**config.mk**
```make
export PLATFORM = sky130hd
export DESIGN_NAME = keypad_scan_ctrl
export DESIGN_NICKNAME = d
export VERILOG_FILES = /design/src/rtl/keypad_scan_ctrl.sv
export SDC_FILE = /design/constraint.sdc
export NUM_CORES = 1
export LEC_CHECK = 0
export CORE_MARGIN = 4
export CORE_UTILIZATION = 61
export DETAILED_ROUTE_END_ITERATION = 8
export PLACE_DENSITY_LB_ADDON = 0.15
export SYNTH_ARGS = -nofsm -noshare
export SYNTH_HDL_FRONTEND = slang
export SYNTH_SLANG_ARGS = --single-unit
```
**constraint.sdc**
```tcl
create_clock -name clk -period 6.5 [get_ports clk]
set_input_delay 1.3 -clock clk [delete_from_list [all_inputs] [get_ports clk]]
set_output_delay 1.3 -clock clk [all_outputs]
set_load 0.005 [all_outputs]
```
**src/rtl/keypad_scan_ctrl.sv**
```systemverilog
// 4x4 matrix keypad scanner: strobes one column at a time, debounces the first
// single-row press it finds, and reports the key code plus a 7-segment glyph.
module keypad_scan_ctrl #(
   parameter int SCAN_DIV = 1000,
   parameter int DEBOUNCE = 250000
) (
   input  logic       clk,
   input  logic       resetn,
   input  logic [3:0] row,
   output logic [3:0] col,
   output logic [3:0] key_code,
   output logic       key_valid,
   output logic       key_held,
   output logic [6:0] HEX0
);

   localparam int CMAX = (SCAN_DIV > DEBOUNCE) ? SCAN_DIV : DEBOUNCE;
   localparam int CW   = (CMAX > 2) ? $clog2(CMAX) : 1;
   localparam logic [CW-1:0] SCAN_LAST = CW'(SCAN_DIV - 1);
   localparam logic [CW-1:0] DEB_LAST  = CW'(DEBOUNCE - 1);

   typedef enum logic [1:0] {SCAN, DEB_PRESS, HELD, DEB_REL} state_t;

   state_t          state, state_nxt;
   logic [CW-1:0]   cnt;
   logic [1:0]      col_idx, col_idx_nxt, row_idx, low_idx;
   logic [3:0]      row_m, row_s;
   logic            one_low, key_up, advance, latch, accept, held_nxt;

   function automatic logic [6:0] hex7(input logic [3:0] v);
      case (v)
         4'h0: hex7 = 7'b1000000;
         4'h1: hex7 = 7'b1111001;
         4'h2: hex7 = 7'b0100100;
         4'h3: hex7 = 7'b0110000;
         4'h4: hex7 = 7'b0011001;
         4'h5: hex7 = 7'b0010010;
         4'h6: hex7 = 7'b0000010;
         4'h7: hex7 = 7'b1111000;
         4'h8: hex7 = 7'b0000000;
         4'h9: hex7 = 7'b0010000;
         4'hA: hex7 = 7'b0001000;
         4'hB: hex7 = 7'b0000011;
         4'hC: hex7 = 7'b1000110;
         4'hD: hex7 = 7'b0100001;
         4'hE: hex7 = 7'b0000110;
         default: hex7 = 7'b0001110;
      endcase
   endfunction

   // rows are asynchronous to clk; nothing looks at them before row_s
   always_ff @(posedge clk or negedge resetn) begin
      if (!resetn) begin
         row_m <= 4'hF;
         row_s <= 4'hF;
      end else begin
         row_m <= row;
         row_s <= row_m;
      end
   end

   always_comb begin
      one_low = $onehot(~row_s);
      low_idx = 2'd0;
      for (int i = 3; i >= 0; i--)
         if (!row_s[i]) low_idx = 2'(i);
   end

   assign key_up = row_s[row_idx];

   always_ff @(posedge clk or negedge resetn) begin
      if (!resetn) begin
         state   <= SCAN;
         cnt     <= '0;
         col_idx <= 2'd0;
         row_idx <= 2'd0;
      end else begin
         state   <= state_nxt;
         col_idx <= col_idx_nxt;
         if (latch) row_idx <= low_idx;
         // HELD has no timeout, so the counter parks there instead of wrapping
         if (state_nxt != state || advance) cnt <= '0;
         else if (state != HELD)            cnt <= cnt + 1'b1;
      end
   end

   always_comb begin
      state_nxt = state;
      case (state)
         SCAN:      if (cnt == SCAN_LAST && one_low) state_nxt = DEB_PRESS;
         DEB_PRESS: if (key_up)                state_nxt = SCAN;
                    else if (cnt == DEB_LAST)  state_nxt = HELD;
         HELD:      if (key_up)                state_nxt = DEB_REL;
         DEB_REL:   if (!key_up)               state_nxt = HELD;
                    else if (cnt == DEB_LAST)  state_nxt = SCAN;
         default:   state_nxt = SCAN;
      endcase
   end

   always_comb begin
      advance = 1'b0;
      latch   = 1'b0;
      accept  = 1'b0;
      case (state)
         SCAN:      if (cnt == SCAN_LAST) begin
                       if (one_low) latch   = 1'b1;
                       else         advance = 1'b1;
                    end
         DEB_PRESS: if (key_up)               advance = 1'b1;
                    else if (cnt == DEB_LAST) accept  = 1'b1;
         DEB_REL:   if (key_up && cnt == DEB_LAST) advance = 1'b1;
         default:   ;
      endcase
      col_idx_nxt = advance ? col_idx + 2'd1 : col_idx;
      held_nxt    = (state_nxt == HELD) || (state_nxt == DEB_REL);
   end

   always_ff @(posedge clk or negedge resetn) begin
      if (!resetn) begin
         col       <= 4'b1110;
         key_code  <= 4'd0;
         key_valid <= 1'b0;
         key_held  <= 1'b0;
         HEX0      <= 7'h7F;
      end else begin
         col       <= ~(4'b0001 << col_idx_nxt);
         key_valid <= accept;
         key_held  <= held_nxt;
         if (accept) begin
            key_code <= {col_idx, row_idx};
            HEX0     <= hex7({col_idx, row_idx});
         end
      end
   end

endmodule
```
==> results of run 1 <==
[synthesized netlist by cell type, types with 2 or more instances]
master    instances  area share [%]
a21oi_1           5             1.0
nor2_1           26             3.9
nand3_1          11             2.2
dfstp_2          18              19
mux2_2           14             6.4
nand2_1          11             1.7
and4_1            2            0.71
nor3_1            8             1.6
nor2b_1           4             1.0
nor4_1            4             1.0
clkbuf_1          6            0.91
and3_1            2            0.50
xnor2_1          13             4.6
nand4_1           7             1.8
dfrtp_1          31              31
ha_1              9             4.5
xor2_1            4             1.4
inv_1            13             2.0
mux2i_1           5             2.0
o21ai_0           9             1.8
[power breakdown]
group	internal, mW	switching, mW
registers	0.310	0.00175
clock network	0.125	0.0988
logic	0.00612	0.0103
[how the worst min path moves through the flow]
stage,slack (ns),end,depth (start not counted),from
floorplan,0.35,row_s[0]$_DFF_PN1_,0,row_m[0]$_DFF_PN1_
global placement,0.35,row_s[3]$_DFF_PN1_,0,row_m[3]$_DFF_PN1_
detailed placement,0.35,row_s[3]$_DFF_PN1_,0,row_m[3]$_DFF_PN1_
CTS,0.36,row_s[0]$_DFF_PN1_,0,row_m[0]$_DFF_PN1_
global route,0.36,row_s[3]$_DFF_PN1_,0,row_m[3]$_DFF_PN1_
finish,0.36,row_s[0]$_DFF_PN1_,0,row_m[0]$_DFF_PN1_
[critical path, stage by stage (launching register included)]
cell	delay [ns]
dfstp_2	0.57
fa_1	0.42
inv_1	0.06
ha_1	0.14
ha_1	0.23
or3b_2	0.50
nor4b_1	0.58
nand4_1	0.16
o21ai_0	0.10
[metal layers]
metal	part of all wire [%]	vias to the layer above	routed length, um	global-route usage [%]
li1	-	839	-	-
met1	47	853	2130	29.1
met2	47	45	2140	29.3
met3	5.0	4	227	4.77
met4	0.93	0	42	6.05
met5	0	-	0	0
[logic make-up after synthesis]
| kind of cell | count (synthesis) | synth area share, % |
|---|---|---|
| mux | 20 | 9.28 |
| xor+xnor | 17 | 6.00 |
| buf+inv | 21 | 3.53 |
| compound gates | 24 | 6.81 |
| fa+ha+maj | 10 | 5.35 |
| flops | 49 | 50.4 |
| simple gates | 88 | 18.7 |
[metrics by stage]
step	area [sq um]	hold WS [ns]	utilization (%)
floorplan	2480	0.345	-
global placement	2720	0.346	71.5
detailed placement	2720	0.347	71.5
CTS	2840	0.358	74.7
global route	2840	0.364	74.7
finish	2840	0.357	74.7
[flip-flops by register name (all words and copies together), names as in the netlist]
name / count
HEX0: 7
cnt: 18
col: 4
col_idx: 2
key_code: 4
key_held: 1
key_valid: 1
row_idx: 2
row_m: 4
row_s: 4
state: 2
[final cells by class]
type                    count  area (sq um)
multi-input cells         159          1140
repair buffers             22           215
well taps                  48          60.1
flip-flops and latches     49          1250
fillers                   270           962
clock buffers               6          82.6
inverters                  13          48.8
clock inverters             2          37.5
==> results.py, run 1 <==
metrics = {
    "final_layout": {
        "stdcell_count": 299,
        "area_growth_pct": 14.4,
        "layout_common_cells": "dfrtp_1 (31), nor2_1 (26), clkdlybuf4s50_1 (21)",
        "drive_gt1_share_pct": 19.1,
        "final_common_cell": "dfrtp_1",
        "n_antenna_cell": 0,
        "nNetsFinal": 266,
    },
    "synth": {
        "synth_cell_types": 47,
        "ys_seq_area_share_pct": 50.4,
        "synth.avg_cell_area_sq_um": 10.8,
        "synth.cell_area_sq_mm": 0.00248,
        "syn_inst": 229,
        "synth_warnings": 0,
        "async_flop_share_pct": 100,
        "ys_seq_elements": 49,
        "synth_ff_type": "dfrtp_1",
        "synth_edf_count": 0,
        "syn_nets": 245,
    },
    "placement": {
        "placed_cells": 291,
        "place_ws_ns": 3.69,
        "dp_hpwl_mm": 3.21,
        "gp_congestion": 0.784,
        "io_buffers": 22,
    },
    "routing": {
        "wl_per_cell_um": 15.2,
        "via_count": 1741,
        "wl_mm": 4.54,
        "viasPerCell": 5.82,
        "ant_nets": 0,
        "first_iter_violations": 160,
        "dr.pass1.iters": 4,
        "drc": 0,
    },
    "power": {
        "ir_drop_mv": 0.151,
        "p_leak_nw": 1.18,
        "power_mw": 0.552,
        "power_density_mw_per_mm2": 194,
    },
    "die": {
        "die_h_um": 71.8,
        "die_area_sq_mm": 0.00515,
        "die_w_um": 71.8,
        "num_io_pins": 23,
        "core_sq_mm": 0.00380,
        "initial_core_util_pct": 65.3,
        "rows": 22,
    },
    "sta": {
        "worst_slack_ns": 3.67,
        "rsz0062_at_grt": "no",
        "relSlewSlack_pct": 31.6,
        "slew_violations": 0,
        "hold_viol_final": 0,
        "final.setup_skew_ns": 0.00996,
        "fin_setup_tns_ns": 0,
        "max_freq_mhz": 353,
        "fin_crit_sh_pct": 43.5,
        "min_period_ns": 2.83,
        "setup_viol": 0,
        "worst_slew_pin_slew_ns": 1.03,
    },
    "critical_path": {
        "critPathRequiredTime_ns": 6.73,
        "r2r_slack_ns": 3.67,
        "r2r_start": "row_s[1]$_DFF_PN1_",
        "r2r_cells": 8,
        "endpoint": "row_idx[1]$_DFFE_PN0P_",
        "critPathKind": "register to register",
        "critPathMaxFanout": 4,
        "critPathLaunch": "row_s[1]$_DFF_PN1_",
        "start_kind": "register",
        "r2r-end": "row_idx[1]$_DFFE_PN0P_",
        "arrival_ns": 3.06,
        "cp-end-kind": "register",
    },
    "worst_hold_path": {
        "hp-class": "register to register",
    },
    "clock_network": {
        "post_cts_buffers": 0,
        "cts_tree": "built",
        "cts-root-buf": "clkbuf_8",
        "path_clk_slew_ns": 0.09,
        "insertion_delay_ns": 0.30,
        "clockBufferDepth": 2,
        "ctsResizeCount": 0,
        "cts-buffers-inserted": 5,
        "hold_buffers": 0,
        "h-tree-depth": 2,
        "cts_sinks": 49,
    },
    "global_route": {
        "grt_max_degree": 50,
        "grt_remaining_overflow": 0,
        "grt_pass1_wl_mm": 8.08,
        "track_usage_pct": 19.9,
        "grt_pass1_vias": 1717,
        "grt_antenna_before_repair": 0,
    },
    "run": {
        "maxCapViolations": 0,
    },
    "run_status": {
        "status": "finished, final reports clean",
    },
}
No activity file was read; power rests on OpenSTA's default activity.
==> inputs of run 2 (changes only) <==
- CORE_UTILIZATION: 61 -> 57
- clock period: 6.5 -> 2.9 ns (I/O delays scaled with it)
==> run 2 against run 1 <==
  * Worst setup slack got worse by 3.5 ns
  * Fmax increased by 5.4%
  * Sequential power increased by 120%
  * Critical path type unchanged
  * Largest power group unchanged
  * Clock power increased by 130%
  * Power increased by 120%
  * Register-to-register slack got worse by 3.5 ns
  * Clock-buffer cell count increased by 1
  * Core utilization decreased by 4.9 points
==> results.py, run 2 (same netlist as run 1, synthesis figures left out) <==
metrics = {
    "critical_path": {
        "critPathKind": "register to register",
        "slowest_delay_ns": 0.57,
        "cpMostUsedCell": "ha_1",
        "critPathRequiredTime_ns": 3.10,
        "crit_buf_inv": 1,
        "r2r_start": "row_s[1]$_DFF_PN1_",
        "start_kind": "register",
        "arrival_ns": 2.88,
        "critPathTopFamily": "adder cells",
        "r2r_slack_ns": 0.22,
        "slowest_stage": "dfstp_2",
        "critical_path.cell_chain": "fa_1 -> inv_1 -> ha_1 -> ha_1 -> or3b_2 -> nand2_1 -> o31a_1 -> nand3_1 -> mux2_2",
        "cp-end-kind": "register",
        "r2r_cells": 9,
        "r2r-end": "col[0]$_DFF_PN0_",
        "critPathMaxFanout": 5,
    },
    "final_layout": {
        "multi_input_area_sq_mm": 0.00114,
        "final_core_util_pct": 69.8,
        "largest_reg_flops": 18,
        "regArea_sq_mm": 0.00125,
        "area_growth_pct": 15.8,
        "top_regs": "cnt x18, HEX0 x7",
        "final_common_cell": "dfrtp_1",
        "n_antenna_cell": 0,
        "nNetsFinal": 271,
        "largest-register": "cnt",
        "n_fill_cell": 335,
        "layout_common_cells": "dfrtp_1 (31), nor2_1 (26), clkdlybuf4s50_1 (21)",
        "drive_gt1_share_pct": 20.3,
    },
    "clock_network": {
        "cts-buffers-inserted": 5,
        "insertion_delay_ns": 0.30,
        "hold_buffers": 0,
        "cts_sinks": 49,
        "path_clk_slew_ns": 0.09,
        "clockBufferDepth": 2,
        "cts_tree": "built",
        "post_cts_buffers": 0,
        "cts-root-buf": "clkbuf_8",
        "ctsResizeCount": 0,
        "h-tree-depth": 2,
    },
    "routing": {
        "via_count": 1722,
        "wl_mm": 4.47,
        "viasPerCell": 5.63,
        "dr.pass1.iters": 4,
        "drc": 0,
        "wl_per_cell_um": 14.6,
        "ant_nets": 0,
        "first_iter_violations": 153,
    },
    "die": {
        "rows": 23,
        "die_h_um": 74.0,
        "die_w_um": 74.0,
        "die_area_sq_mm": 0.00547,
        "initial_core_util_pct": 60.3,
        "num_io_pins": 23,
        "core_sq_mm": 0.00412,
    },
    "power": {
        "p_leak_nw": 1.20,
        "ir_drop_mv": 0.299,
        "power_density_mw_per_mm2": 432,
    },
    "sta": {
        "slew_violations": 0,
        "rsz0062_at_grt": "no",
        "max_freq_mhz": 373,
        "fin_crit_sh_pct": 92.5,
        "fin_setup_tns_ns": 0,
        "min_period_ns": 2.68,
        "hold_viol_final": 0,
        "worst_slew_pin_slew_ns": 0.947,
        "relSlewSlack_pct": 36.9,
        "setup_viol": 0,
        "final.setup_skew_ns": 0.00337,
    },
    "global_route": {
        "grt_antenna_before_repair": 0,
        "grt_remaining_overflow": 0,
        "grt_pass1_wl_mm": 8.00,
        "grt_max_degree": 46,
        "grt_pass1_vias": 1634,
        "track_usage_pct": 19.2,
    },
    "worst_hold_path": {
        "hp-class": "register to register",
        "hold_start": "row_m[0]$_DFF_PN1_",
        "min_to": "row_s[0]$_DFF_PN1_",
        "hold_path_depth": 0,
    },
    "run_status": {
        "status": "finished, final reports clean",
    },
    "placement": {
        "dp_hpwl_mm": 3.08,
        "gp_congestion": 0.773,
        "io_buffers": 22,
    },
    "run": {
        "maxCapViolations": 0,
    },
}
-- run 2: cell types whose count changed in the layout (fill, tap and decap cells not counted), sizes merged --
cell	previous run	this run
buf	1	6
clkbuf	6	7
clkinvlp	1	0
-- run 2: worst max path at each step --
stage | from | end | slack (ns) | depth (start not counted)
global placement | row_s[0]$_DFF_PN1_ | col[0]$_DFF_PN0_ | 0.28 | 9
global route | row_s[1]$_DFF_PN1_ | col[0]$_DFF_PN0_ | 0.06 | 9
detailed placement | row_s[1]$_DFF_PN1_ | col[0]$_DFF_PN0_ | 0.22 | 9
CTS | row_s[1]$_DFF_PN1_ | col[0]$_DFF_PN0_ | 0.21 | 9
finish | row_s[1]$_DFF_PN1_ | col[0]$_DFF_PN0_ | 0.22 | 9
floorplan | row_s[0]$_DFF_PN1_ | row_idx[1]$_DFFE_PN0P_ | 0.32 | 8
-- run 2: layout make-up --
type | instances | area share [%]
Clock inverter | 1 | 1.05
Tap cell | 50 | 2.18
Multi-Input combinational cell | 159 | 39.8
Clock buffer | 7 | 3.01
Sequential cell | 49 | 43.5
Inverter | 13 | 1.70
Timing Repair Buffer | 27 | 8.80
-- run 2: power breakdown --
group	internal (mW)	switching, mW
registers	0.694	0.00397
logic	0.0141	0.0223
clock network	0.281	0.225
total	0.989	0.251
-- run 2: routing by layer --
metal  track usage (%)  vias up  part of all wire (%)
met2              26.8       32                    43
met5                 0        -                     0
met4              6.64        0                   1.2
li1                  -      849                     -
met1              29.5      835                    51
met3              4.46        6                   4.5
-- run 2: metrics by stage --
stage / power [mW] / hold WS [ns] / cells / instance area (sq um) / worst slack [ns]
floorplan: 0.723 / 0.284 / 229 / 2480 / 0.320
global placement: 0.746 / 0.346 / 298 / 2760 / 0.284
detailed placement: 0.748 / 0.347 / 298 / 2760 / 0.223
CTS: 1.25 / 0.359 / 306 / 2870 / 0.208
global route: 1.29 / 0.364 / 306 / 2870 / 0.0579
finish: 1.24 / 0.359 / 306 / 2870 / 0.217
==> inputs of run 3 (changes only) <==
- SETUP_SLACK_MARGIN: default -> 0.15
- SKIP_CTS_REPAIR_TIMING: default -> 1
==> run 3 against run 2 <==
  * First-iteration DRC count shrank 2.6%
  * Die area stayed put
  * Highest routed layer unchanged
  * Fmax is 0.78% higher
  * Flip-flop and latch count unchanged
  * Power increased by 0.37%
  * Register-to-register slack gained 0.02 ns
  * Clock-buffer cell count unchanged
  * Core utilization is 0.64 points higher
  * Final cell count up 0.65%
  * Clock skew down 0.0010 ns
  * Via count increased by 0.64%
==> results.py, run 3 (same netlist as run 1, synthesis figures left out) <==
metrics = {
    "clock_network": {
        "cts-buffers-inserted": 5,
        "cts_sinks": 49,
        "cts-root-buf": "clkbuf_8",
        "path_clk_slew_ns": 0.09,
        "h-tree-depth": 2,
        "clockBufferDepth": 2,
        "insertion_delay_ns": 0.30,
        "cts_tree": "built",
    },
    "run_status": {
        "status": "finished, final reports clean",
    },
    "final_layout": {
        "stdcell_count": 308,
        "nNetsFinal": 273,
        "n_fill_cell": 332,
        "n_antenna_cell": 0,
        "area_growth_pct": 16.9,
        "largest_reg_flops": 18,
        "largest-register": "cnt",
        "drive_gt1_share_pct": 21.7,
        "layout_common_cells": "dfrtp_1 (31), nor2_1 (26), clkdlybuf4s50_1 (21)",
        "top_regs": "cnt x18, HEX0 x7",
        "final_common_cell": "dfrtp_1",
    },
    "placement": {
        "io_buffers": 22,
        "placed_cells": 298,
        "gp_congestion": 0.773,
        "dp_hpwl_mm": 3.08,
    },
    "sta": {
        "slew_violations": 0,
        "final.setup_skew_ns": 0.00233,
        "relSlewSlack_pct": 35.3,
        "setup_viol": 0,
        "max_freq_mhz": 376,
        "rsz0062_at_grt": "yes",
        "worst_slew_pin_slew_ns": 0.971,
        "fin_crit_sh_pct": 91.8,
        "fin_setup_tns_ns": 0,
        "hold_viol_final": 0,
        "min_period_ns": 2.66,
    },
    "routing": {
        "via_count": 1733,
        "wl_mm": 4.51,
        "drc": 0,
        "viasPerCell": 5.63,
        "dr.pass1.iters": 4,
        "wl_per_cell_um": 14.6,
        "first_iter_violations": 149,
        "ant_nets": 0,
    },
    "global_route": {
        "grt_antenna_before_repair": 0,
        "track_usage_pct": 19.2,
        "grt_max_degree": 46,
        "grt_pass1_wl_mm": 8.00,
        "grt_pass1_vias": 1634,
        "grt_remaining_overflow": 0,
    },
    "die": {
        "core_sq_mm": 0.00412,
        "num_io_pins": 23,
        "die_w_um": 74.0,
        "rows": 23,
        "die_h_um": 74.0,
        "initial_core_util_pct": 60.3,
        "die_area_sq_mm": 0.00547,
    },
    "critical_path": {
        "r2r_start": "row_s[0]$_DFF_PN1_",
        "critPathRequiredTime_ns": 3.09,
        "critPathKind": "register to register",
        "critPathLaunch": "row_s[0]$_DFF_PN1_",
        "start_kind": "register",
        "critPathMaxFanout": 5,
        "cp-end-kind": "register",
        "arrival_ns": 2.86,
    },
    "power": {
        "power_density_mw_per_mm2": 430,
        "ir_drop_mv": 0.301,
        "p_leak_nw": 1.22,
    },
    "run": {
        "maxCapViolations": 0,
    },
    "worst_hold_path": {
        "hp-class": "register to register",
        "hold_start": "row_m[0]$_DFF_PN1_",
    },
}
-- run 3: changes by cell type in the layout (fill, tap and decap cells not counted) --
cell,before,now
nand3_1,11,10
nor4b_2,0,1
buf_4,5,7
nand3_2,0,1
nor4b_1,1,0
-- run 3: cell type report --
cell class                      count  area, sq um  share of cell area, %
Multi-Input combinational cell    159         1150                   39.8
Tap cell                           50         62.6                   2.16
Timing Repair Buffer               29          268                   9.24
Sequential cell                    49         1250                   43.1
Clock inverter                      1         30.0                   1.04
Inverter                           13         48.8                   1.68
Clock buffer                        7         86.3                   2.98
-- run 3: path summary, 6_finish.rpt --
check	endpoint	cells past startpoint	slack, ns
max	col[0]$_DFF_PN0_	9	0.24
min	row_s[0]$_DFF_PN1_	0	0.36
max reg2reg	col[0]$_DFF_PN0_	9	0.24
min reg2reg	row_s[0]$_DFF_PN1_	0	0.36
max in group asynchronous	HEX0[2]$_DFFE_PN1P_	2	1.73
min in group asynchronous	cnt[13]$_DFFE_PN0P_	1	0.43
-- run 3: per-stage QoR --
step	total power, mW	area (sq um)	setup slack, ns	util (%)	hold WS, ns
5_1_grt	1.29	2900	0.130	70.4	0.364
3_5_place_dp	0.748	2760	0.223	67.0	0.347
2_1_floorplan	0.723	2480	0.320	-	0.284
3_3_place_gp	0.746	2760	0.284	67.0	0.346
6_report	1.25	2900	0.237	70.4	0.359
4_1_cts	1.25	2870	0.208	69.8	0.359
-- run 3: power by group --
part | switching (mW) | leakage (nW) | internal, mW
combinational | 0.0241 | 0.557 | 0.0157
clock | 0.227 | 0.0585 | 0.281
sequential | 0.00376 | 0.607 | 0.694
total | 0.254 | 1.22 | 0.991
-- run 3: routing by layer --
metal  share of wire [%]  track usage, %
met5                   0               0
met4                 1.2            6.64
met3                 4.6            4.46
met2                  43            26.8
met1                  51            29.5
-- run 3: critical path: stages, from the launching register on --
cell	delay, ns
dfstp_2	0.40
fa_1	0.53
inv_1	0.04
ha_1	0.17
ha_1	0.26
or3b_2	0.51
nand2_1	0.08
o31a_1	0.16
nand3_2	0.12
mux2_2	0.28
